## config.mk

```make
export PLATFORM = sky130hd
export DESIGN_NAME = switch_press_decoder
export DESIGN_NICKNAME = d
export VERILOG_FILES = /design/src/rtl/switch_press_decoder.sv
export SDC_FILE = /design/constraint.sdc
export NUM_CORES = 1
export LEC_CHECK = 0
export ABC_AREA = 1
export ABC_CLOCK_PERIOD_IN_PS = 1900
export CORE_MARGIN = 2
export CORE_UTILIZATION = 55
export CTS_CLUSTER_SIZE = 20
export DETAILED_ROUTE_END_ITERATION = 16
export PLACE_DENSITY = 0.73
export REMOVE_ABC_BUFFERS = 1
export SLEW_MARGIN = 20
export SYNTH_ARGS = -nofsm -noshare
export SYNTH_HDL_FRONTEND = slang
export SYNTH_SLANG_ARGS = --single-unit
```

## constraint.sdc

```tcl
create_clock -name i_clk -period 1.9 [get_ports i_clk]
set_input_delay 0.19 -clock i_clk [delete_from_list [all_inputs] [get_ports i_clk]]
set_output_delay 0.19 -clock i_clk [all_outputs]
set_load 0.01 [all_outputs]
```

## src/rtl/switch_press_decoder.sv

```systemverilog
// switch_press_decoder: turns a debounced switch level into
// short-press, long-press and double-click pulses plus a long-hold level.
module switch_press_decoder #(
    parameter int LONG_CYCLES = 25000000,
    parameter int GAP_CYCLES  = 6250000
) (
    input  logic i_clk,
    input  logic i_rst,
    input  logic i_switch,
    output logic o_short,
    output logic o_long,
    output logic o_double,
    output logic o_held
);

    localparam int MAX_CYCLES =
        (LONG_CYCLES > GAP_CYCLES) ? LONG_CYCLES : GAP_CYCLES;
    localparam int CW =
        (MAX_CYCLES > 1) ? $clog2(MAX_CYCLES) : 1;

    localparam logic [CW-1:0] LONG_LAST = CW'(LONG_CYCLES - 1);
    localparam logic [CW-1:0] GAP_LAST  = CW'(GAP_CYCLES - 1);
    localparam logic [CW-1:0] ONE       = CW'(1);

    typedef enum logic [2:0] {
        S_IDLE,
        S_PRESS1,
        S_WAIT_GAP,
        S_PRESS2,
        S_LONG_HELD
    } state_t;

    state_t        r_state;
    logic [CW-1:0] r_count;

    // Press classifier: input changes take priority over terminal counts,
    // every state change clears the counter, pulses last one cycle.
    always_ff @(posedge i_clk or posedge i_rst) begin
        if (i_rst) begin
            r_state  <= S_IDLE;
            r_count  <= '0;
            o_short  <= 1'b0;
            o_long   <= 1'b0;
            o_double <= 1'b0;
            o_held   <= 1'b0;
        end else begin
            o_short  <= 1'b0;
            o_long   <= 1'b0;
            o_double <= 1'b0;
            unique case (r_state)
                S_IDLE: begin
                    if (i_switch) begin
                        r_state <= S_PRESS1;
                        r_count <= '0;
                    end
                end
                S_PRESS1: begin
                    if (!i_switch) begin
                        r_state <= S_WAIT_GAP;
                        r_count <= '0;
                    end else if (r_count == LONG_LAST) begin
                        r_state <= S_LONG_HELD;
                        r_count <= '0;
                        o_long  <= 1'b1;
                        o_held  <= 1'b1;
                    end else begin
                        r_count <= r_count + ONE;
                    end
                end
                S_WAIT_GAP: begin
                    if (i_switch) begin
                        r_state <= S_PRESS2;
                        r_count <= '0;
                    end else if (r_count == GAP_LAST) begin
                        r_state <= S_IDLE;
                        r_count <= '0;
                        o_short <= 1'b1;
                    end else begin
                        r_count <= r_count + ONE;
                    end
                end
                S_PRESS2: begin
                    if (!i_switch) begin
                        r_state  <= S_IDLE;
                        r_count  <= '0;
                        o_double <= 1'b1;
                    end else if (r_count == LONG_LAST) begin
                        r_state  <= S_LONG_HELD;
                        r_count  <= '0;
                        o_double <= 1'b1;
                        o_held   <= 1'b1;
                    end else begin
                        r_count <= r_count + ONE;
                    end
                end
                S_LONG_HELD: begin
                    if (!i_switch) begin
                        r_state <= S_IDLE;
                        r_count <= '0;
                        o_held  <= 1'b0;
                    end
                end
                default: begin
                    r_state <= S_IDLE;
                    r_count <= '0;
                    o_held  <= 1'b0;
                end
            endcase
        end
    end

endmodule

```

==> results.tsv, run 1 <==
metric	value	unit
synthesis-to-finish area growth	11.8	%
Ports	7	
fin area	0.00234	mm^2
vias in the first global route	1876	
worst hold slack	0.290	ns
Pins Over Slew Limit	0	
port buffer count	6	
cell taking the most area after synthesis	dfrtp_1	
largest net degree at the start of global routing	33	
RSZ-0062 raised after global routing	no	
Die Y	65.7	um
maxcap violations	0	
Clock Tree Root	clkbuf_8	
RR Startpoint	r_count[0]	
Clock Path Buffers	2	
largest cells by area after synthesis	dfrtp_1 38%, nand2_1 16%, inv_1 10%	
DRT antenna net count	0	
GR Util All Layers	25.4	%
htree depth	2	
flop-to-flop setup slack	0.16	ns
final clock skew	0.00511	ns
Lkg Pwr	1.18	nW
dpl cells	368	
initial antenna violation count	0	
Slew headroom	64.8	%
synth warn	0	
register bit count reported by yosys	32	
first-pass GRT wire length	8360	um
period utilization	91.6	%
worst path arrival time	1.91	ns
row cnt	22	
Peak VDD IR	0.000384	V
sequential cell area fraction in the yosys report	38.3	%
Die Area	0.00431	mm^2
Max Fclk	574	MHz
Critical Path End	r_count[22]	
CP Capture Type	flip-flop	
Hold Crit Class	primary input to async pin	
Initial Util	57.1	%
Pre-Repair DR Iteration Count	4	
worst reg-to-reg path cell count	10	
clock sink count	32	
# hold bufs at CTS	0	
Diodes inserted	0	
kind of critical path	flip-flop to flip-flop	
Layout Nets	331	
share of layout cells above drive strength 1	9.15	%
worst skew pair latency	0.29	ns
Post-Layout Cell Count	376	
setup violators final	0	
critical path fanouts, max	11	
DP Area	0.00225	mm^2
syn avg cell area	6.79	um^2
synthesized instance count	308	
Setup TNS	0	ns
reg2reg end	r_count[22]	
drt total wl	4680	um
crit path time final	1.74	ns
Worst setup SP type	flip-flop	
Post-CTS Resized	0	
CP startpoint	r_count[0]	
HPWL after detailed placement	3540	um
initial drt markers	165	
synthesized area	0.00209	mm^2
CTS clock-pin slew for the worst setup and hold paths	0.07	ns
CTS tree	done	
drt drc	0	
GRT overflow	0	
Final Hold Viols	0	
CORE AREA	0.00366	mm^2
synth unique cells	25	
Die Wd	65.7	um
WL per Instance	12.4	um
vias per std cell	5.17	
Fill cells	351	
total clock buffers created by CTS	5	
CP Data Required Time	2.07	ns
Synth top area share	38.3	%
Power Density	756	mW/mm^2
Vias	1943	
GPL Wtd Cong	0.956	
status	complete, no violations	
# Post-CTS Setup Buffers	0	
Least-Margin Pin Slew	0.524	ns
## through the flow
step           setup WS [ns]  power, mW  utilization, %
6_report               0.159       1.77            63.9
5_1_grt              0.00128       1.89            63.9
4_1_cts                0.144       1.79            63.9
3_5_place_dp          0.0385       1.24            61.4
3_3_place_gp           0.102       1.24            61.4
2_1_floorplan          0.385       1.08               -
## cells in the final DEF (no fill, tap or decap), types with 3 or more instances in the layout
cell and instances:
nand3_1 26, nand2_1 90, o21ai_0 4, buf_4 9, nor3_1 9, nor2_4 3
dfrtp_1 32, nor2_2 3, clkbuf_8 6, a21oi_1 3, nor2_1 44, xor2_1 9
inv_1 56, nand4_1 12, nand2_2 3, clkdlybuf4s50_1 6
## worst min-delay path by stage
stage,from,end,slack (ns)
after floorplan,i_switch,o_short,0.26
after global placement,r_state[1],o_long,0.50
after detailed placement,r_count[1],r_count[1],0.50
after CTS,i_rst,o_double,0.31
after global routing,i_rst,r_state[1],0.35
final,i_rst,o_short,0.29
## kinds of logic (layout without fill, tap and decap cells)
| kind of cell | count (synthesis) | in the layout | share of synthesized area, % |
|---|---|---|---|
| AOI/OAI and AO/OA | 9 | 9 | 2.39 |
| and+or+nand+nor | 196 | 196 | 42.9 |
| xor gates and xnor gates | 10 | 10 | 4.19 |
| adders and majority gates | 1 | 1 | 0.598 |
| buffers and inverters | 60 | 80 | 11.7 |
| DFF | 32 | 32 | 38.3 |
## sequential cells by signal, indices dropped and copies added, names as in the netlist
signal    count
r_state       3
r_count      25
o_held        1
o_long        1
o_short       1
o_double      1
## worst max-delay path, stage by stage (launching register included)
cell and delay [ns]:
dfrtp_1 0.38, ha_1 0.21, nand3_2 0.14, inv_1 0.12, nand2_1 0.09, nor2_1 0.11
nand2_1 0.12, nand3_2 0.12, nand3_4 0.07, inv_2 0.19, nor2_1 0.07
## layer usage
| layer | GRT usage [%] | up-vias | share of wire, % |
|---|---|---|---|
| li1 | - | 986 | - |
| met1 | 32.0 | 883 | 44 |
| met2 | 41.8 | 62 | 48 |
| met3 | 5.31 | 12 | 6.1 |
| met4 | 11.2 | 0 | 2.2 |
| met5 | 0 | - | 0 |
## power breakdown
group	switching (mW)	internal (mW)	leakage, nW
logic	0.307	0.144	0.699
clock network	0.249	0.295	0.0455
registers	0.0440	0.730	0.436
## cell type report
type	count	area [um^2]	share of cell area, %
sequential	32	801	34.2
tap	48	60.1	2.57
clock buffer	8	90.1	3.85
inverter	57	214	9.14
multi-input combinational	216	1050	44.8
timing repair buffer	15	128	5.45
## cell usage after synthesis
library cell and number:
nand2_1 90, inv_1 56, nor2_1 44, dfrtp_1 32
nand3_1 26, nand4_1 12, nor3_1 9, xor2_1 9
o21ai_0 4, a21oi_1 3, nand2_2 3, nor2_2 3
nor2_4 3, buf_6 2, nand3_2 2, a22oi_1 1
buf_4 1, ha_1 1, inv_2 1, nand3_4 1
nand4_2 1, nor3_4 1, nor4_1 1, o211ai_1 1
xnor2_1 1
(Power assumes the default switching activity.)
==> run 2, diff against run 1 <==
- SETUP_SLACK_MARGIN: not set -> 0.2
==> results.tsv, run 2 (synthesized netlist as in run 1, its figures left out) <==
metric	value	unit	change
DRT antenna net count	0		unchanged
crit-path cells	ha_4 > nand3_4 > inv_2 > nand2_1 > nor2_2 > nand2_2 > nand3_4 > nand3_4 > buf_6 > nand2_1 > inv_1		
Ports	7		unchanged
clock sink count	32		unchanged
slowest CP cell	dfrtp_1		
Post-Layout Cell Count	385		+2.4%
worst hold slack	0.285	ns	-0.00500 ns
CTS tree	done		
largest net degree at the start of global routing	33		unchanged
share of layout cells above drive strength 1	15.4	%	+6.3 points
Place WS	0.0385	ns	unchanged
Final Hold Viols	0		unchanged
CP max stage delay	0.43	ns	+0.05 ns
GPL Wtd Cong	0.956		unchanged
dpl cells	368		unchanged
CORE AREA	0.00366	mm^2	unchanged
vias per std cell	5.18		+0.18%
drt drc	0		unchanged
worst skew pair latency	0.29	ns	about the same
GRT overflow	0		unchanged
Pins Over Slew Limit	0		unchanged
initial drt markers	137		-17%
Clock Tree Root	clkbuf_8		
commonest cells after routing, fill and taps aside	87 x nand2_1, 55 x inv_1, 39 x nor2_1		
setup violators final	0		unchanged
port buffer count	6		unchanged
Pre-Repair DR Iteration Count	4		unchanged
CP Capture Type	flip-flop		
Biggest register	r_count		
total clock buffers created by CTS	5		unchanged
commonest non-fill, non-tap cell in the layout	nand2_1		
Vias	1993		+2.6%
WL per Instance	12.7	um	+2.2%
crit path time final	1.60	ns	-0.137 ns
GR Util All Layers	25.6	%	+0.25 points
Die Wd	65.7	um	unchanged
Peak VDD IR	0.000406	V	+5.7%
CTS clock-pin slew for the worst setup and hold paths	0.07	ns	about the same
critical path fanouts, max	8		-3
fin worst setup slack	0.296	ns	+0.137 ns
Initial Util	57.1	%	unchanged
Die Y	65.7	um	unchanged
worst path bufs/invs	3		+1
Least-Margin Pin Slew	0.525	ns	+0.00112 ns
biggest regs	r_count (25), r_state (3)		
Top cell by count, worst path	nand3_4		
Clock Path Buffers	2		unchanged
first-pass GRT wire length	8420	um	+0.74%
Slew headroom	64.8	%	-0.075 points
period utilization	84.4	%	-7.2 points
final clock skew	0.00593	ns	+0.000821 ns
status	complete, no violations		
Hold Crit Class	primary input to async pin		
vias in the first global route	1887		+0.59%
Diodes inserted	0		unchanged
Setup TNS	0	ns	unchanged
worst path arrival time	1.79	ns	-0.12 ns
Die Area	0.00431	mm^2	unchanged
RSZ-0062 raised after global routing	yes		
Layout Nets	340		+2.7%
synthesis-to-finish area growth	18.8	%	
flop-to-flop setup slack	0.30	ns	+0.14 ns
Largest register FFs	25		unchanged
htree depth	2		unchanged
Lkg Pwr	1.23	nW	+4.4%
delay-heaviest family, CP	simple AND/OR/NAND/NOR gates		
drt total wl	4890	um	+4.6%
Worst setup SP type	flip-flop		
row cnt	22		unchanged
HPWL after detailed placement	3540	um	unchanged
initial antenna violation count	0		unchanged
Max Fclk	623	MHz	+8.5%
CP Data Required Time	2.08	ns	about the same
Power Density	768	mW/mm^2	+1.6%
kind of critical path	flip-flop to flip-flop		
maxcap violations	0		unchanged
[run 2: cell type report]
cell class              instances  area, um^2
clock buffers                   8        90.1
fillers                       331        1170
inverters                      57         216
multi-input cells             216        1120
flip-flops and latches         32         801
well taps                      48        60.1
repair buffers                 24         199
[run 2: path summary, 6_finish.rpt]
check | start | endpoint | cells after the start
setup / recovery | r_count[0] | r_count[14] | 11
hold / removal | i_rst | o_double | 3
setup reg to reg | r_count[0] | r_count[14] | 11
hold reg to reg | r_state[1] | o_long | 1
max in group asynchronous | i_rst | r_count[10] | 3
min in group i_clk | r_state[1] | o_long | 1
[run 2: routing by layer]
layer  vias to the layer above  part of all wire, %  GRT usage, %
met4                         0                  2.4          11.2
met1                       906                   42          32.1
met3                        10                  5.7          5.31
met2                        71                   50          42.6
met5                         -                    0             0
li1                       1006                    -             -
[run 2: repair_timing]
action,CTS,global route
setup buffers,0,9
hold buffers,0,0
endpoints found under the setup margin,20,25
pin swaps,2,9
gates resized for setup,5,16
[run 2: report_power, final]
group	leakage (nW)	internal, mW	total (mW)	switching (mW)
registers	0.436	0.730	0.784	0.0543
logic	0.750	0.226	0.579	0.353
clock network	0.0455	0.295	0.547	0.252
[run 2: worst register-to-register path, delay by kind of cell, from the launching register on]
kind	cells	cell delay, ns
fa+ha+maj	1	0.18
simple gates	7	0.63
flops	1	0.43
buf+inv	3	0.27
[run 2: metrics by stage]
stage | cell area, um^2 | power (mW) | util, %
6_report | 2490 | 1.91 | 67.9
2_1_floorplan | 2060 | 1.08 | -
4_1_cts | 2360 | 1.82 | 64.6
5_1_grt | 2490 | 2.03 | 67.9
3_5_place_dp | 2250 | 1.24 | 61.4
3_3_place_gp | 2250 | 1.24 | 61.4
